<file path="config.mk">
export PLATFORM = sky130hd
export DESIGN_NAME = mm_addr_gen
export DESIGN_NICKNAME = d
export VERILOG_FILES = /design/src/rtl/mm_addr_gen.sv
export SDC_FILE = /design/constraint.sdc
export NUM_CORES = 1
export LEC_CHECK = 0
export CORE_MARGIN = 8
export CORE_UTILIZATION = 25
export DETAILED_ROUTE_END_ITERATION = 16
export SLEW_MARGIN = 20
export SYNTH_ARGS = -nofsm -noshare
export SYNTH_HDL_FRONTEND = slang
export SYNTH_SLANG_ARGS = --single-unit
</file>
<file path="constraint.sdc">
create_clock -name clk -period 3.25 [get_ports clk]
set_input_delay 0.65 -clock clk [delete_from_list [all_inputs] [get_ports clk]]
set_output_delay 0.65 -clock clk [all_outputs]
set_load 0.05 [all_outputs]
</file>
<file path="src/rtl/mm_addr_gen.sv">
// Loop-nest address sequencer for the A*B + C -> D job: issues banked operand addresses and a
// write-back-aligned D address. Define MM_ADDR_GEN_BANK_CHECK_EN to build the sticky bank-conflict flag.
module mm_addr_gen #(
  parameter int ADDR_WIDTH = 12,
  parameter int CNT_WIDTH  = 8,
  parameter int WB_LAT     = 3
) (
  input  logic                  clk,
  input  logic                  rst_n,
  input  logic                  start,
  input  logic                  stall,
  input  logic [ADDR_WIDTH+1:0] cfg_a_base,
  input  logic [ADDR_WIDTH+1:0] cfg_b_base,
  input  logic [ADDR_WIDTH+1:0] cfg_c_base,
  input  logic [ADDR_WIDTH+1:0] cfg_d_base,
  input  logic [ADDR_WIDTH+1:0] cfg_a_stride,
  input  logic [ADDR_WIDTH+1:0] cfg_b_stride,
  input  logic [ADDR_WIDTH+1:0] cfg_c_stride,
  input  logic [CNT_WIDTH-1:0]  cfg_rows,
  input  logic [CNT_WIDTH-1:0]  cfg_cols,
  input  logic [CNT_WIDTH-1:0]  cfg_inner,
  input  logic                  cfg_bia,
  output logic                  busy,
  output logic                  done,
  output logic                  issue_valid,
  output logic                  k_first,
  output logic                  k_last,
  output logic [ADDR_WIDTH+1:0] A_addr,
  output logic [ADDR_WIDTH+1:0] B_addr,
  output logic [ADDR_WIDTH+1:0] C_addr,
  output logic [ADDR_WIDTH+1:0] D_addr,
  output logic                  C_bia,
  output logic                  D_bia,
  output logic                  d_we,
  output logic                  bank_err
);
  // state | meaning
  // IDLE  | waiting for start
  // RUN   | one operand triple per unstalled cycle, k innermost
  // DRAIN | counting down until the last result leaves the write-back pipe
  // DONE  | last cycle of the job; done pulse and busy fall are registered on exit
  localparam int AW = ADDR_WIDTH + 2;
  localparam logic [CNT_WIDTH-1:0] CNT_ONE    = 1;
  localparam logic [AW-1:0]        ADDR_ONE   = 1;
  localparam logic [3:0]           DRAIN_LOAD = 4'(WB_LAT - 1);

  typedef enum logic [1:0] {ST_IDLE, ST_RUN, ST_DRAIN, ST_DONE} state_t;

  state_t state_q, state_d;
  logic busy_q, busy_d, done_q, done_d;
  logic issue_valid_q, issue_valid_d, k_first_q, k_first_d, k_last_q, k_last_d;
  logic [AW-1:0] a_addr_q, a_addr_d, b_addr_q, b_addr_d, c_addr_q, c_addr_d;
  logic [CNT_WIDTH-1:0] i_rem_q, i_rem_d, j_rem_q, j_rem_d, k_rem_q, k_rem_d;
  logic [CNT_WIDTH-1:0] cols_q, cols_d, inner_q, inner_d;
  logic [3:0] drain_q, drain_d;
  logic [AW-1:0] a_row_q, a_row_d, a_cur_q, a_cur_d;
  logic [AW-1:0] b_col_q, b_col_d, b_cur_q, b_cur_d;
  logic [AW-1:0] c_row_q, c_row_d, c_cur_q, c_cur_d;
  logic [AW-1:0] a_stride_q, a_stride_d, b_stride_q, b_stride_d, c_stride_q, c_stride_d;
  logic [AW-1:0] b_base_q, b_base_d, d_off_q, d_off_d;
  logic bia_q, bia_d;
  logic [WB_LAT-1:0] we_pipe_q;
  logic [AW-1:0] d_pipe_q [WB_LAT];
`ifdef MM_ADDR_GEN_BANK_CHECK_EN
  logic bank_err_q, bank_err_d;
`endif

  always_comb begin
    state_d = state_q;  busy_d = busy_q;  done_d = done_q;
    issue_valid_d = issue_valid_q;  k_first_d = k_first_q;  k_last_d = k_last_q;
    a_addr_d = a_addr_q;  b_addr_d = b_addr_q;  c_addr_d = c_addr_q;
    i_rem_d = i_rem_q;  j_rem_d = j_rem_q;  k_rem_d = k_rem_q;
    cols_d = cols_q;  inner_d = inner_q;  drain_d = drain_q;
    a_row_d = a_row_q;  a_cur_d = a_cur_q;  b_col_d = b_col_q;  b_cur_d = b_cur_q;
    c_row_d = c_row_q;  c_cur_d = c_cur_q;
    a_stride_d = a_stride_q;  b_stride_d = b_stride_q;  c_stride_d = c_stride_q;
    b_base_d = b_base_q;  d_off_d = d_off_q;  bia_d = bia_q;
`ifdef MM_ADDR_GEN_BANK_CHECK_EN
    bank_err_d = bank_err_q;
`endif
    if (!stall) begin
      issue_valid_d = 1'b0;  k_first_d = 1'b0;  k_last_d = 1'b0;  done_d = 1'b0;
      unique case (state_q)
        ST_IDLE: if (start) begin
          busy_d = 1'b1;  drain_d = '0;
          i_rem_d = cfg_rows - CNT_ONE;  j_rem_d = cfg_cols - CNT_ONE;  k_rem_d = cfg_inner - CNT_ONE;
          cols_d = cfg_cols;  inner_d = cfg_inner;
          a_row_d = cfg_a_base;  a_cur_d = cfg_a_base;
          b_col_d = cfg_b_base;  b_cur_d = cfg_b_base;  b_base_d = cfg_b_base;
          c_row_d = cfg_c_base;  c_cur_d = cfg_c_base;
          a_stride_d = cfg_a_stride;  b_stride_d = cfg_b_stride;  c_stride_d = cfg_c_stride;
          d_off_d = cfg_d_base - cfg_c_base;
          bia_d = cfg_bia;
`ifdef MM_ADDR_GEN_BANK_CHECK_EN
          bank_err_d = 1'b0;
`endif
          // An empty job still spends one DRAIN cycle so done lands on the same edge as always.
          if (cfg_rows == '0 || cfg_cols == '0 || cfg_inner == '0) state_d = ST_DRAIN;
          else state_d = ST_RUN;
        end
        ST_RUN: begin
          issue_valid_d = 1'b1;
          a_addr_d = a_cur_q;  b_addr_d = b_cur_q;  c_addr_d = c_cur_q;
          k_first_d = (k_rem_q == inner_q - CNT_ONE);
          k_last_d  = (k_rem_q == '0);
`ifdef MM_ADDR_GEN_BANK_CHECK_EN
          if (a_cur_q[AW-1:AW-2] == b_cur_q[AW-1:AW-2] ||
              c_cur_q[AW-1:AW-2] == a_cur_q[AW-1:AW-2] ||
              c_cur_q[AW-1:AW-2] == b_cur_q[AW-1:AW-2]) bank_err_d = 1'b1;
`endif
          if (k_rem_q != '0) begin
            k_rem_d = k_rem_q - CNT_ONE;
            a_cur_d = a_cur_q + ADDR_ONE;
            b_cur_d = b_cur_q + ADDR_ONE;
          end else begin
            k_rem_d = inner_q - CNT_ONE;
            if (j_rem_q != '0) begin
              j_rem_d = j_rem_q - CNT_ONE;
              b_col_d = b_col_q + b_stride_q;  b_cur_d = b_col_q + b_stride_q;
              a_cur_d = a_row_q;
              c_cur_d = c_cur_q + ADDR_ONE;
            end else begin
              j_rem_d = cols_q - CNT_ONE;
              b_col_d = b_base_q;  b_cur_d = b_base_q;
              if (i_rem_q != '0) begin
                i_rem_d = i_rem_q - CNT_ONE;
                a_row_d = a_row_q + a_stride_q;  a_cur_d = a_row_q + a_stride_q;
                c_row_d = c_row_q + c_stride_q;  c_cur_d = c_row_q + c_stride_q;
              end else begin
                state_d = ST_DRAIN;
                drain_d = DRAIN_LOAD;
              end
            end
          end
        end
        ST_DRAIN: begin
          if (drain_q == '0) state_d = ST_DONE;
          else drain_d = drain_q - 4'd1;
        end
        ST_DONE: begin
          state_d = ST_IDLE;  done_d = 1'b1;  busy_d = 1'b0;
        end
        default: state_d = ST_IDLE;
      endcase
    end
  end

  always_ff @(posedge clk or negedge rst_n) begin
    if (!rst_n) begin
      state_q <= ST_IDLE;  busy_q <= 1'b0;  done_q <= 1'b0;
      issue_valid_q <= 1'b0;  k_first_q <= 1'b0;  k_last_q <= 1'b0;
      a_addr_q <= '0;  b_addr_q <= '0;  c_addr_q <= '0;
      i_rem_q <= '0;  j_rem_q <= '0;  k_rem_q <= '0;  cols_q <= '0;  inner_q <= '0;  drain_q <= '0;
      a_row_q <= '0;  a_cur_q <= '0;  b_col_q <= '0;  b_cur_q <= '0;  c_row_q <= '0;  c_cur_q <= '0;
      a_stride_q <= '0;  b_stride_q <= '0;  c_stride_q <= '0;  b_base_q <= '0;  d_off_q <= '0;
      bia_q <= 1'b0;
    end else begin
      state_q <= state_d;  busy_q <= busy_d;  done_q <= done_d;
      issue_valid_q <= issue_valid_d;  k_first_q <= k_first_d;  k_last_q <= k_last_d;
      a_addr_q <= a_addr_d;  b_addr_q <= b_addr_d;  c_addr_q <= c_addr_d;
      i_rem_q <= i_rem_d;  j_rem_q <= j_rem_d;  k_rem_q <= k_rem_d;  cols_q <= cols_d;  inner_q <= inner_d;
      drain_q <= drain_d;
      a_row_q <= a_row_d;  a_cur_q <= a_cur_d;  b_col_q <= b_col_d;  b_cur_q <= b_cur_d;
      c_row_q <= c_row_d;  c_cur_q <= c_cur_d;
      a_stride_q <= a_stride_d;  b_stride_q <= b_stride_d;  c_stride_q <= c_stride_d;
      b_base_q <= b_base_d;  d_off_q <= d_off_d;  bia_q <= bia_d;
    end
  end

  // Write-back pipe is fed from the registered issue, so a result emerges WB_LAT edges after it.
  always_ff @(posedge clk or negedge rst_n) begin
    if (!rst_n) begin
      we_pipe_q <= '0;
      for (int s = 0; s < WB_LAT; s++) d_pipe_q[s] <= '0;
    end else if (!stall) begin
      we_pipe_q[0] <= issue_valid_q & k_last_q;
      d_pipe_q[0]  <= c_addr_q + d_off_q;
      for (int s = 1; s < WB_LAT; s++) begin
        we_pipe_q[s] <= we_pipe_q[s-1];
        d_pipe_q[s]  <= d_pipe_q[s-1];
      end
    end
  end

`ifdef MM_ADDR_GEN_BANK_CHECK_EN
  always_ff @(posedge clk or negedge rst_n) begin
    if (!rst_n) bank_err_q <= 1'b0;
    else        bank_err_q <= bank_err_d;
  end
  assign bank_err = bank_err_q;
`else
  assign bank_err = 1'b0;
`endif

  assign busy        = busy_q;
  assign done        = done_q;
  assign issue_valid = issue_valid_q;
  assign k_first     = k_first_q;
  assign k_last      = k_last_q;
  assign A_addr      = a_addr_q;
  assign B_addr      = b_addr_q;
  assign C_addr      = c_addr_q;
  assign D_addr      = d_pipe_q[WB_LAT-1];
  assign d_we        = we_pipe_q[WB_LAT-1];
  assign C_bia       = bia_q;
  assign D_bia       = bia_q;
endmodule

</file>
# [After elaboration in Yosys (flattened, before gate mapping)]
# Index checks and enable logic that the tools add are counted.
[totals] inputBits=127 regBits=293 wordCells=140
[op_classes] bitwise_logic=2 reduce_logical=24 n_addsub=17 n_eq_ne=13 mux=53
[op_table] op="$mux 14" count=16
[op_table] op="$pmux 14 s2" count=6
[op_table] op="$mux 8" count=9
[op_table] op="$sub 8x1->8 const B" count=8
[op_table] op="$add 14x14->14" count=4
[op_table] op="$pmux 8 s2" count=3
[op_table] op="$add 14x1->14 const B" count=3
[op_table] op="$logic_not 8->1" count=4
[op_table] op="$reduce_bool 8->1" count=3
[op_table] op="$mux 4" count=5
[op_table] op="$ne 2x2->1 const B" count=7
[op_table] op="$sub 14x14->14" count=1
[op_table] op="$mux 2" count=6
[op_table] op="$pmux 4 s3" count=1
[op_table] op="$reduce_and 6->1" count=2
[op_table] op="$reduce_and 3->1" count=3
[op_table] op="$eq 8x8->1" count=1
[op_table] op="$pmux 2 s4" count=1
[op_table] op="$reduce_and 4->1" count=2
[op_table] op="$reduce_and 7->1" count=1
[op_table] op="$mux 1" count=5
[op_table] op="$reduce_and 5->1" count=1
[op_table] op="$eq 2x2->1 const B" count=2
[op_table] op="$logic_not 4->1" count=1
[op_table] op="other kinds (12)" count=14

# [Logic depth before layout (Yosys ltp)]
[depth] ltp_word=6 mapped_depth=13 ltp_nobuf=10

# [Worst setup path before layout]
# No wires, ideal clock.
[synth_timing] kind="register to register" start="register state_q[1]" end="register i_rem_q[6]" setup_slack_ns=0.317 arrival_time_ns=2.856 required_time_ns=3.173 path_stages_with_launch=14 cell_sequence="dfrtp_1 -> inv_1 -> ha_1 -> buf_2 -> clkbuf_1 -> clkbuf_1 -> buf_1 -> mux2i_1 -> ha_1 -> o21a_1 -> nor2b_1 -> xor2_1 -> o22ai_1 -> a21oi_1"
[synth_via] elab_chain_cells=3 elab_cells_between_ends=9 cone_classes="eq/ne (5); mux (1); reduce/logical (3)"
[synth_rtl] item="from (decl)" line="49" rtl="state_t state_q, state_d;"
[synth_rtl] item="from (signal assigned)" line="158" rtl="state_q <= state_d; busy_q <= busy_d; done_q <= done_d;"
[synth_rtl] item="$eq 2x1->1 / $logic_not 2->1 (equally long branches)" line="83" rtl="unique case (state_q)"
[synth_rtl] item="$ne 2x2->1 (no line) / $reduce_bool 2->1 (equally long branches)"
[synth_rtl] item="$reduce_and 6->1 (no line)"
[synth_rtl] item="to (signal assigned)" line="161" rtl="i_rem_q <= i_rem_d; j_rem_q <= j_rem_d; k_rem_q <= k_rem_d; cols_q <= cols_d; inner_q <= inner_d;"
[synth_rtl] item="to (decl)" line="53" rtl="logic [CNT_WIDTH-1:0] i_rem_q, i_rem_d, j_rem_q, j_rem_d, k_rem_q, k_rem_d;"
# Several ways; a longest one is shown, not always the timed one.
# A chain may end at the register's enable or synchronous reset.

# [Worst setup path after layout]
[layout_timing] start="register k_rem_q[0]" end="register c_cur_q[13]"
[layout_via] elab_chain_cells=3
[layout_rtl] item="from (decl)" line="53"
[layout_rtl] item="from (signal assigned)" line="161"
[layout_rtl] item="$reduce_bool 8->1" line="111" rtl="if (k_rem_q != '0) begin"
[layout_rtl] item="$ne 2x2->1 (no line)"
[layout_rtl] item="$reduce_and 5->1 (no line)"
[layout_rtl] item="to (signal assigned)" line="164" rtl="c_row_q <= c_row_d; c_cur_q <= c_cur_d;"
[layout_rtl] item="to (decl)" line="58" rtl="logic [AW-1:0] c_row_q, c_row_d, c_cur_q, c_cur_d;"
# No other way between the ends.

==> run summary <==
crit path time final = 2895 ps
GRT Overall Usage = 13.95%
sequential area share after synthesis = 42.52%
TritonCTS Buffers = 39
die area = 0.07763 mm^2
pin count of the biggest net entering global routing = 68
Slew headroom = 41.44%
Yosys cell types = 77
CTS tree = built
most common cell after layout, fill and taps aside = dfrtp_1
FFs w/ async S/R, synth = 100.0%
final clock skew = 17.33 ps
CTS Hold Bufs = 0
Synth Instances = 1,781
Top reg by flops = d_pipe_q
1st-pass router iterations = 5
layout cells sized above 1 = 13.98%
DRC violations left = 0
RSZ-0062 raised after global routing = no
Starting Density = 25.18%
Max Slew Vio Count = 0
postcts setup bufs = 0
Clk pwr share = 19.6%
root buffer cell = clkbuf_16
nets = 2,180
Avg WL per Cell = 19.32 um
clk slew on worst S/H paths = 60 ps
gr ovfl total = 0
vias in the first global route = 14,557
Area growth syn-to-layout = 25.65%
vias = 14,312
core area = 0.06847 mm^2
CP Launch Type = flip-flop
number of antenna violations at the first check in global routing = 8
syn avg cell area = 9.682 um^2
pwr dens = 1100 mW/mm^2
final hold violation count = 0
Resized Gates After CTS = 0
combinational power share = 51.2%
Setup TNS = 0 ps
Clock Path Buffers = 3
WL final = 55,640 um
# rows = 96
global-route wire length before repair = 86,530 um
maxcap violations = 0
critical path capture point type = flip-flop
Max VDD drop = 0.5329 mV
Final ANT Viol Nets = 0
Final period util = 89.06%
commonest cells after routing, fill and taps aside = dfrtp_1 (293), clkdlybuf4s50_1 (188), nand2_1 (181)
Static Leak = 9.161 nW
Vias per Instance = 4.969
clock sink count = 293
fmax = 345.5 MHz
Worst Path Class, Setup = flip-flop to flip-flop
routability cong. = 0.8491
WP data arrival = 3390 ps
Seq pwr share = 29.2%
H-Tree Level Count = 2
Worst Path Required = 3740 ps
#FFs+latches synth = 293
Die Wd = 278.6 um
Die Y = 278.6 um
Setup Viol. Count Final = 0
Post-synth EDFFs = 0
worst slew pin tran = 875.1 ps
outcome = finished, final reports clean
Net Sw Frac = 43.88%
PortBufs = 190
fin util = 31.64%
max reg flops = 28
Syn. warnings = 0
# fillers = 7,101
Critical Path Fanout Max = 20
clock latency on the worst-skew pair = 550 ps
Synth Cell Area = 0.01724 mm^2
Internal = 13.38 mW
Top FF cell, synth = dfrtp_1
I/O pins = 192
Hold WC Path Type = input port to asynchronous set/reset pin
DP HPWL = 41,480 um
Net Count, Synth = 1,995
starting DRC count in detailed routing = 1,068
sw power = 10.46 mW
==> worst paths after layout <==
path | start | slack [ps] | end | depth (start not counted)
setup / recovery | k_rem_q[0]$_DFFE_PN0P_ | 360 | c_cur_q[13]$_DFFE_PN0P_ | 10
setup reg to reg | k_rem_q[0]$_DFFE_PN0P_ | 360 | c_cur_q[13]$_DFFE_PN0P_ | 10
hold reg to reg | d_pipe_q[35]$_DFFE_PN0N_ | 480 | d_pipe_q[35]$_DFFE_PN0N_ | 2
hold / removal | rst_n | 90 | cols_q[7]$_DFFE_PN0P_ | 1
min in group clk | d_pipe_q[35]$_DFFE_PN0N_ | 480 | d_pipe_q[35]$_DFFE_PN0N_ | 2
max in group asynchronous | rst_n | 2370 | d_off_q[7]$_DFFE_PN0P_ | 2
==> cells in the mapped netlist, types with 10 or more instances <==
library cell,n,area [um^2]
nand2_1,181,679.4
nand4_1,13,81.33
o211ai_1,12,90.09
a211oi_1,24,180.2
buf_1,10,37.54
xor2_1,47,411.6
mux2_2,146,1644
o21a_1,14,105.1
a31oi_1,25,156.4
buf_4,16,120.1
o31ai_1,14,105.1
o22ai_1,20,125.1
xnor2_1,62,543.0
nor3_1,41,205.2
nor4_1,11,68.82
a21o_1,27,202.7
nor2b_1,15,93.84
a21oi_1,119,595.6
mux2i_1,25,250.2
clkbuf_1,64,240.2
ha_1,82,1026
nor2_1,113,424.2
and3_1,17,106.4
inv_1,41,153.9
o21ai_0,166,830.8
a221oi_1,13,113.9
nand3_1,36,180.2
dfrtp_1,293,7332
nand2b_1,10,62.56
==> cell type report <==
| class | count | area, um^2 | share of cell area (%) |
|---|---|---|---|
| diodes | 3 | 7.507 | 0.03465 |
| clock buffers | 51 | 1092 | 5.042 |
| clock inverters | 19 | 296.5 | 1.369 |
| inverters | 42 | 157.7 | 0.7276 |
| multi-input cells | 1350 | 9336 | 43.09 |
| flip-flops and latches | 293 | 7332 | 33.84 |
| well taps | 882 | 1104 | 5.094 |
| repair buffers | 240 | 2340 | 10.80 |
==> critical path, cell delays in order, from the launching register on <==
cell and delay [ps]:
dfrtp_1 460, inv_1 130, ha_1 200, nor3b_1 460
and2_1 230, buf_4 320, nand2_1 240, o21ai_0 250
nand3_1 140, nor3b_1 280, a211o_1 140
==> cell families (layout without fill, tap and decap cells) <==
family	after synthesis	in the layout	synth area share, %
DFF	293	293	42.52
muxes	171	171	10.99
and+or+nand+nor	482	482	13.16
buffers and inverters	138	352	3.432
xor gates and xnor gates	109	109	5.537
AOI/OAI and AO/OA	500	500	17.81
adders and majority gates	87	87	6.531
other	1	4	0.02175
==> power groups by stage <==
stage / Sequential, mW / Clock (mW) / Combinational, mW
finish: 6.96 / 4.68 / 12.2
detailed placement: 7.03 / 0 / 12.2
CTS: 6.98 / 4.85 / 12.2
floorplan: 7.29 / 0 / 8.21
global route: 7.23 / 4.99 / 13.4
global placement: 6.97 / 0 / 11.9
==> layer usage <==
metal	GRT usage, %	part of all wire (%)
met5	0	0.081
met4	4.479	2.8
met3	3.089	5.9
met2	22.55	46
met1	18.44	46
==> metrics by stage <==
step                cells  setup WS (ps)  power (mW)  instance area, um^2  hold WS, ps
finish               2880          355.4       23.84                21670        90.45
global route         2878          90.88       25.62                21660        117.2
CTS                  2877          370.1       24.06                21660        99.64
detailed placement   2807         -61.19       19.20                20270        472.8
global placement     2807         -47.28       18.89                20270        462.8
floorplan            1781          316.9       15.50                17240        354.4
(Power assumes the default switching activity.)
